File: src/rtl/sw_word_loader_pkg.sv
// Shared types and constants for the switch-driven 32-bit word loader.
package sw_word_loader_pkg;

  localparam int unsigned LANES  = 4;
  localparam int unsigned BYTE_W = 8;
  localparam int unsigned WORD_W = LANES * BYTE_W;

  typedef enum logic {
    COLLECT = 1'b0,
    HOLD    = 1'b1
  } state_t;

  // Returns word with the selected byte lane replaced by value.
  function automatic logic [WORD_W-1:0] write_lane(
    input logic [WORD_W-1:0] word,
    input logic [1:0]        lane,
    input logic [BYTE_W-1:0] value
  );
    logic [WORD_W-1:0] result;
    result = word;
    for (int unsigned i = 0; i < LANES; i++) begin
      if (lane == 2'(i)) result[i*BYTE_W +: BYTE_W] = value;
    end
    return result;
  endfunction

endpackage

File: src/rtl/sw_word_loader_if.sv
// Valid/ready word handshake between the loader (master) and the CPU-side consumer (slave).
interface sw_word_loader_if;
  import sw_word_loader_pkg::*;

  logic [WORD_W-1:0] word_out;
  logic              word_valid;
  logic              word_ready;

  modport master (output word_out, output word_valid, input word_ready);
  modport slave  (input word_out, input word_valid, output word_ready);
endinterface

File: src/rtl/sw_word_loader_btn_pulse.sv
// Raw push button to one-cycle press pulse: 2-flop synchronizer, counting debouncer, registered edge detect.
module btn_pulse #(
  parameter int unsigned DEBOUNCE_CYCLES = 1000000
) (
  input  logic clk,
  input  logic rst,
  input  logic raw,
  output logic pulse
);
  localparam int unsigned CW = $clog2(DEBOUNCE_CYCLES + 1);

  logic          sync1;
  logic          sync2;
  logic          level;
  logic          level_q;
  logic [CW-1:0] cnt;

  always_ff @(posedge clk) begin
    if (rst) begin
      sync1   <= 1'b0;
      sync2   <= 1'b0;
      level   <= 1'b0;
      level_q <= 1'b0;
      cnt     <= '0;
      pulse   <= 1'b0;
    end else begin
      sync1   <= raw;
      sync2   <= sync1;
      // Any cycle agreeing with the accepted level restarts the stability count.
      if (sync2 == level) begin
        cnt <= '0;
      end else if (cnt == CW'(DEBOUNCE_CYCLES - 1)) begin
        level <= sync2;
        cnt   <= '0;
      end else begin
        cnt <= cnt + CW'(1);
      end
      level_q <= level;
      pulse   <= level & ~level_q;
    end
  end

endmodule

File: src/rtl/sw_word_loader.sv
// Assembles a 32-bit word from the slide switches one byte per debounced press and offers it over valid/ready.
// Optional feature macro: SW_LOADER_ECHO_EN (LED echoes last captured byte instead of status).
module sw_word_loader
  import sw_word_loader_pkg::*;
#(
  parameter int unsigned DEBOUNCE_CYCLES = 1000000
) (
  input  logic                  clk_100MHz,
  input  logic                  rst,
  input  logic                  btn,
  input  logic                  btn_clr,
  input  logic [BYTE_W-1:0]     SW,
  sw_word_loader_if.master      bus,
  output logic [1:0]            byte_idx,
  output logic [BYTE_W-1:0]     LED
);

  logic load_pulse;
  logic clr_pulse;

  btn_pulse #(.DEBOUNCE_CYCLES(DEBOUNCE_CYCLES)) u_load (
    .clk   (clk_100MHz),
    .rst   (rst),
    .raw   (btn),
    .pulse (load_pulse)
  );

  btn_pulse #(.DEBOUNCE_CYCLES(DEBOUNCE_CYCLES)) u_clr (
    .clk   (clk_100MHz),
    .rst   (rst),
    .raw   (btn_clr),
    .pulse (clr_pulse)
  );

  state_t            state, state_next;
  logic [WORD_W-1:0] word, word_next;
  logic              valid, valid_next;
  logic [1:0]        idx, idx_next;

`ifdef SW_LOADER_ECHO_EN
  logic [BYTE_W-1:0] echo, echo_next;
`endif

  always_ff @(posedge clk_100MHz) begin
    if (rst) begin
      state <= COLLECT;
      word  <= '0;
      valid <= 1'b0;
      idx   <= '0;
`ifdef SW_LOADER_ECHO_EN
      echo  <= '0;
`endif
    end else begin
      state <= state_next;
      word  <= word_next;
      valid <= valid_next;
      idx   <= idx_next;
`ifdef SW_LOADER_ECHO_EN
      echo  <= echo_next;
`endif
    end
  end

  always_comb begin
    state_next = state;
    word_next  = word;
    valid_next = valid;
    idx_next   = idx;
`ifdef SW_LOADER_ECHO_EN
    echo_next  = echo;
`endif
    // Clear overrides everything; a coincident handshake ends in the same cleared state.
    if (clr_pulse) begin
      state_next = COLLECT;
      word_next  = '0;
      valid_next = 1'b0;
      idx_next   = '0;
`ifdef SW_LOADER_ECHO_EN
      echo_next  = '0;
`endif
    end else begin
      unique case (state)
        COLLECT: begin
          if (load_pulse) begin
            word_next = write_lane(word, idx, SW);
            idx_next  = idx + 2'd1;
`ifdef SW_LOADER_ECHO_EN
            echo_next = SW;
`endif
            if (idx == 2'd3) begin
              valid_next = 1'b1;
              state_next = HOLD;
            end
          end
        end
        HOLD: begin
          if (valid && bus.word_ready) begin
            valid_next = 1'b0;
            state_next = COLLECT;
          end
        end
        default: state_next = COLLECT;
      endcase
    end
  end

  assign bus.word_out   = word;
  assign bus.word_valid = valid;
  assign byte_idx       = idx;

`ifdef SW_LOADER_ECHO_EN
  assign LED = echo;
`else
  assign LED = {valid, 5'b0, idx};
`endif

endmodule

File: src/flat_wrapper.sv
// flat-port wrapper written by rule: the top's interface ports become plain ports
module sw_word_loader_flat import sw_word_loader_pkg::*;
#(
  parameter int unsigned DEBOUNCE_CYCLES = 1000000
)
  (clk_100MHz, rst, btn, btn_clr, SW, byte_idx, LED, bus_word_out, bus_word_valid, bus_word_ready);
  sw_word_loader_if bus_i ();
  input  logic clk_100MHz;
  input  logic rst;
  input  logic btn;
  input  logic btn_clr;
  input  logic [BYTE_W-1:0] SW;
  output logic [1:0] byte_idx;
  output logic [BYTE_W-1:0] LED;
  output wire logic [$bits(bus_i.word_out)-1:0] bus_word_out;
  output wire logic [$bits(bus_i.word_valid)-1:0] bus_word_valid;
  input wire logic [$bits(bus_i.word_ready)-1:0] bus_word_ready;
  assign bus_word_out = bus_i.word_out;
  assign bus_word_valid = bus_i.word_valid;
  assign bus_i.word_ready = bus_word_ready;
  sw_word_loader #(.DEBOUNCE_CYCLES(DEBOUNCE_CYCLES)) u_core (.clk_100MHz(clk_100MHz), .rst(rst), .btn(btn), .btn_clr(btn_clr), .SW(SW), .bus(bus_i), .byte_idx(byte_idx), .LED(LED));
endmodule
File: config.mk
export PLATFORM = sky130hd
export DESIGN_NAME = sw_word_loader_flat
export DESIGN_NICKNAME = d
export VERILOG_FILES = /design/src/rtl/sw_word_loader_pkg.sv /design/src/rtl/sw_word_loader_if.sv /design/src/rtl/sw_word_loader_btn_pulse.sv /design/src/rtl/sw_word_loader.sv /design/src/flat_wrapper.sv
export SDC_FILE = /design/constraint.sdc
export NUM_CORES = 1
export LEC_CHECK = 0
export CAP_MARGIN = 20
export CORE_UTILIZATION = 48
export CTS_BUF_LIST = sky130_fd_sc_hd__clkbuf_8 sky130_fd_sc_hd__clkbuf_16
export CTS_CLUSTER_DIAMETER = 200
export DETAILED_ROUTE_END_ITERATION = 6
export GPL_ROUTABILITY_DRIVEN = 0
export PLACE_DENSITY_LB_ADDON = 0.08
export RECOVER_POWER = 50
export SKIP_CTS_REPAIR_TIMING = 1
export SYNTH_ARGS = -nofsm -noshare
export SYNTH_HDL_FRONTEND = slang
export SYNTH_SLANG_ARGS = --single-unit
File: constraint.sdc
create_clock -name clk_100MHz -period 2.1 [get_ports clk_100MHz]
set_clock_uncertainty 0.2 [all_clocks]
set_input_delay 0.21 -clock clk_100MHz [delete_from_list [all_inputs] [get_ports clk_100MHz]]
set_output_delay 0.21 -clock clk_100MHz [all_outputs]
set_load 0.01 [all_outputs]
==> out/metrics.cfg <==
[synthesis]
synth_seq_cells=86
netlist_top_cells_area=dfxtp_1 49%, a21oi_1 6.8%, nand3_1 5.8%
avgSynthCellArea_um2=8.558
synth_top_cell_area_share_pct=48.83
yosys.area.top_type=dfxtp_1
synth_area_mm2=0.003526
synth-main-ff-cell=dfxtp_1
yosys_warnings=0
yosysUniqueCellTypes=40
ys_seq_area_share_pct=48.83
postSynthCellCount=412
synth-edff-count=0
async_flop_share_pct=0

[worst_setup_path]
r2r.worst_path.cells=4
cp-end-kind=flip-flop
critPathLaunchType=flip-flop
path_cells=or4b_4 -> or4_4 -> or3_1 -> a21oi_1
timing.rr.end=u_core.u_load.level
cp_data_arrival_time_ns=2.16
r2r_slack_ns=0.02
crit_path_max_incr_delay_ns=0.53
cp.required_ns=2.18
critPathMaxFanout=4
worstSetupPathType=flip-flop to flip-flop
crit_slowest_cell=or4b_4
timing.rr.start=u_core.u_load.cnt[15]

[timing]
drv_slew=0
slew_headroom_pct=52.83
final_hold_viol_count=0
setup_tns_ns=0
period_share_pct=99.18
max_freq_ghz=0.4801
grt_setup_unrepaired=yes
setup_violations=0
fin_crit_ns=2.083
tightest_slew_ns=0.7076

[floorplanning]
initial_utilization_pct=50.77
die_w_um=87.71
core-area_mm2=0.006944
num_rows=30
io_pins=56
die_y_um=87.71
die-area_mm2=0.007692

[routing]
dr.pass1.iters=5
viasPerCell=5.123
wl_per_cell_um=12.71
ant_nets=0
vias=2946
wl_um=7311
dr.first_iter.drc_count=187
drc=0

[flow_run]
cap_violations=0

[power]
p_per_area_mw_per_mm2=630.4
ir_worst_vdd_mv=0.3684
p_leak_nw=1.492
power_w=0.002796

[global_route]
grt_antenna_before_repair=0
grt_overflow=0
grt_pass1_vias=2669
grt_usage_pct=20.54
grt_pass1_wl_um=12080
grt_max_degree=37

[placed_design]
place_area_mm2=0.004259
portBuffers=50
dp_cells=560
dp_hpwl_um=5196

[layout]
regArea_mm2=0.001732
finalInstanceArea_mm2=0.004436
fill_cells=614
multi_input_area_mm2=0.001644
final_cell_mix=82 x dfxtp_1, 48 x a21oi_1, 47 x nand2_1
layout_commonest_cell=dfxtp_1
fin_util_pct=63.87
stdcell_count=575
drive_gt1_share_pct=11.69
antenna_cells=0
areaGrowthSynthToFinish_pct=25.80
final_nets=494

[clock_tree]
clock-sinks=86
clkTransAtPathRegs_ns=0.08
htreeDepth=3
tritoncts=built
root_buffer=clkbuf_8
insertion_delay_ns=0.35
clock_path_buffers=2
cts_buffers=9

[worst_hold_path]
min_from=u_core.u_load.level_q
hold_depth=1
hold_class=flip-flop to flip-flop
whs_endpoint=u_core.u_load.pulse

[outcome]
status=completed

[how the worst max path moves through the flow]
stage                                      from               endpoint  slack (ns)  cells after the start
after global routing      u_core.u_load.cnt[15]  u_core.u_load.cnt[17]       -0.03                      5
after detailed placement    u_core.u_clr.cnt[0]   u_core.u_clr.cnt[18]        0.02                      5
final                     u_core.u_load.cnt[15]    u_core.u_load.level        0.02                      4
after floorplan             u_core.u_clr.cnt[0]   u_core.u_clr.cnt[18]        0.03                      6
after CTS                 u_core.u_load.cnt[15]    u_core.u_load.level      0.0009                      4
after global placement    u_core.u_load.cnt[15]    u_core.u_load.level        0.05                      4
[synthesized netlist by cell type, types with 3 or more instances]
master    instances
a21oi_1          48
buf_4             8
clkbuf_1         14
dfxtp_1          86
ha_1              6
inv_1            17
nand2_1          47
nand3_1          41
nand3_2           3
nand4_1           7
nor2_1           35
nor2b_1           9
nor3_1           11
nor4_1            3
o21ai_0           8
o31ai_1           4
or3_1             7
or4_1             8
xnor2_1          23
xor2_1            4
[cell families after synthesis]
logic type / count (synthesis) / share of synthesized area [%]
other: 1 / 0.1064
buffers and inverters: 43 / 5.713
AND/OR/NAND/NOR: 184 / 26.37
adder cells (fa/ha/maj): 6 / 2.129
AO/OA/AOI/OAI: 65 / 10.15
flip-flops: 86 / 48.83
XOR/XNOR: 27 / 6.707
[report_power, final]
part / switching (W) / internal [W] / leakage, nW
logic: 0.0000420 / 0.0000293 / 0.694
clock network: 0.000558 / 0.000533 / 0.101
registers: 0.00000270 / 0.00163 / 0.696
total: 0.000602 / 0.00219 / 1.49
[state kept, by name, indices dropped and copies added, names as in the netlist]
| signal | cells |
|---|---|
| u_core.bus.word_valid | 1 |
| u_core.u_load.cnt | 20 |
| u_core.u_load.pulse | 1 |
| u_core.u_clr.sync2 | 1 |
| u_core.u_clr.pulse | 1 |
| u_core.u_clr.level | 1 |
| u_core.u_clr.cnt | 20 |
| u_core.u_load.sync2 | 1 |
| u_core.u_clr.level_q | 1 |
| u_core.state | 1 |
| u_core.byte_idx | 2 |
| u_core.u_load.sync1 | 1 |
| u_core.u_clr.sync1 | 1 |
| u_core.bus.word_out | 32 |
| u_core.u_load.level | 1 |
| u_core.u_load.level_q | 1 |
[worst max-delay path: cells and delay by family, from the launching register on]
family	cells	cell delay [ns]
AND/OR/NAND/NOR	3	1.37
flip-flops	1	0.33
AO/OA/AOI/OAI	1	0.12
[cell type report]
| cell class | instances | share of cell area (%) |
|---|---|---|
| Tap cell | 96 | 2.708 |
| Clock inverter | 6 | 1.269 |
| Inverter | 17 | 1.439 |
| Multi-Input combinational cell | 287 | 37.07 |
| Clock buffer | 9 | 2.793 |
| Sequential cell | 86 | 39.04 |
| Timing Repair Buffer | 74 | 15.68 |
[per-layer routing]
layer	track usage (%)	up-vias	part of all wire, %
li1	-	1520	-
met1	27.06	1356	48
met2	31.92	61	47
met3	3.393	9	4.0
met4	11.77	0	1.6
met5	0	-	0
[stage by stage]
| step | hold WS [ns] | setup WS (ns) |
|---|---|---|
| 3_5_place_dp | 0.1818 | 0.02226 |
| 4_1_cts | 0.1869 | 0.0009381 |
| 6_report | 0.1890 | 0.01714 |
| 5_1_grt | 0.2017 | -0.03074 |
| 3_3_place_gp | 0.1723 | 0.04538 |
| 2_1_floorplan | 0.1382 | 0.03066 |
No activity file was read; power rests on OpenSTA's default activity.
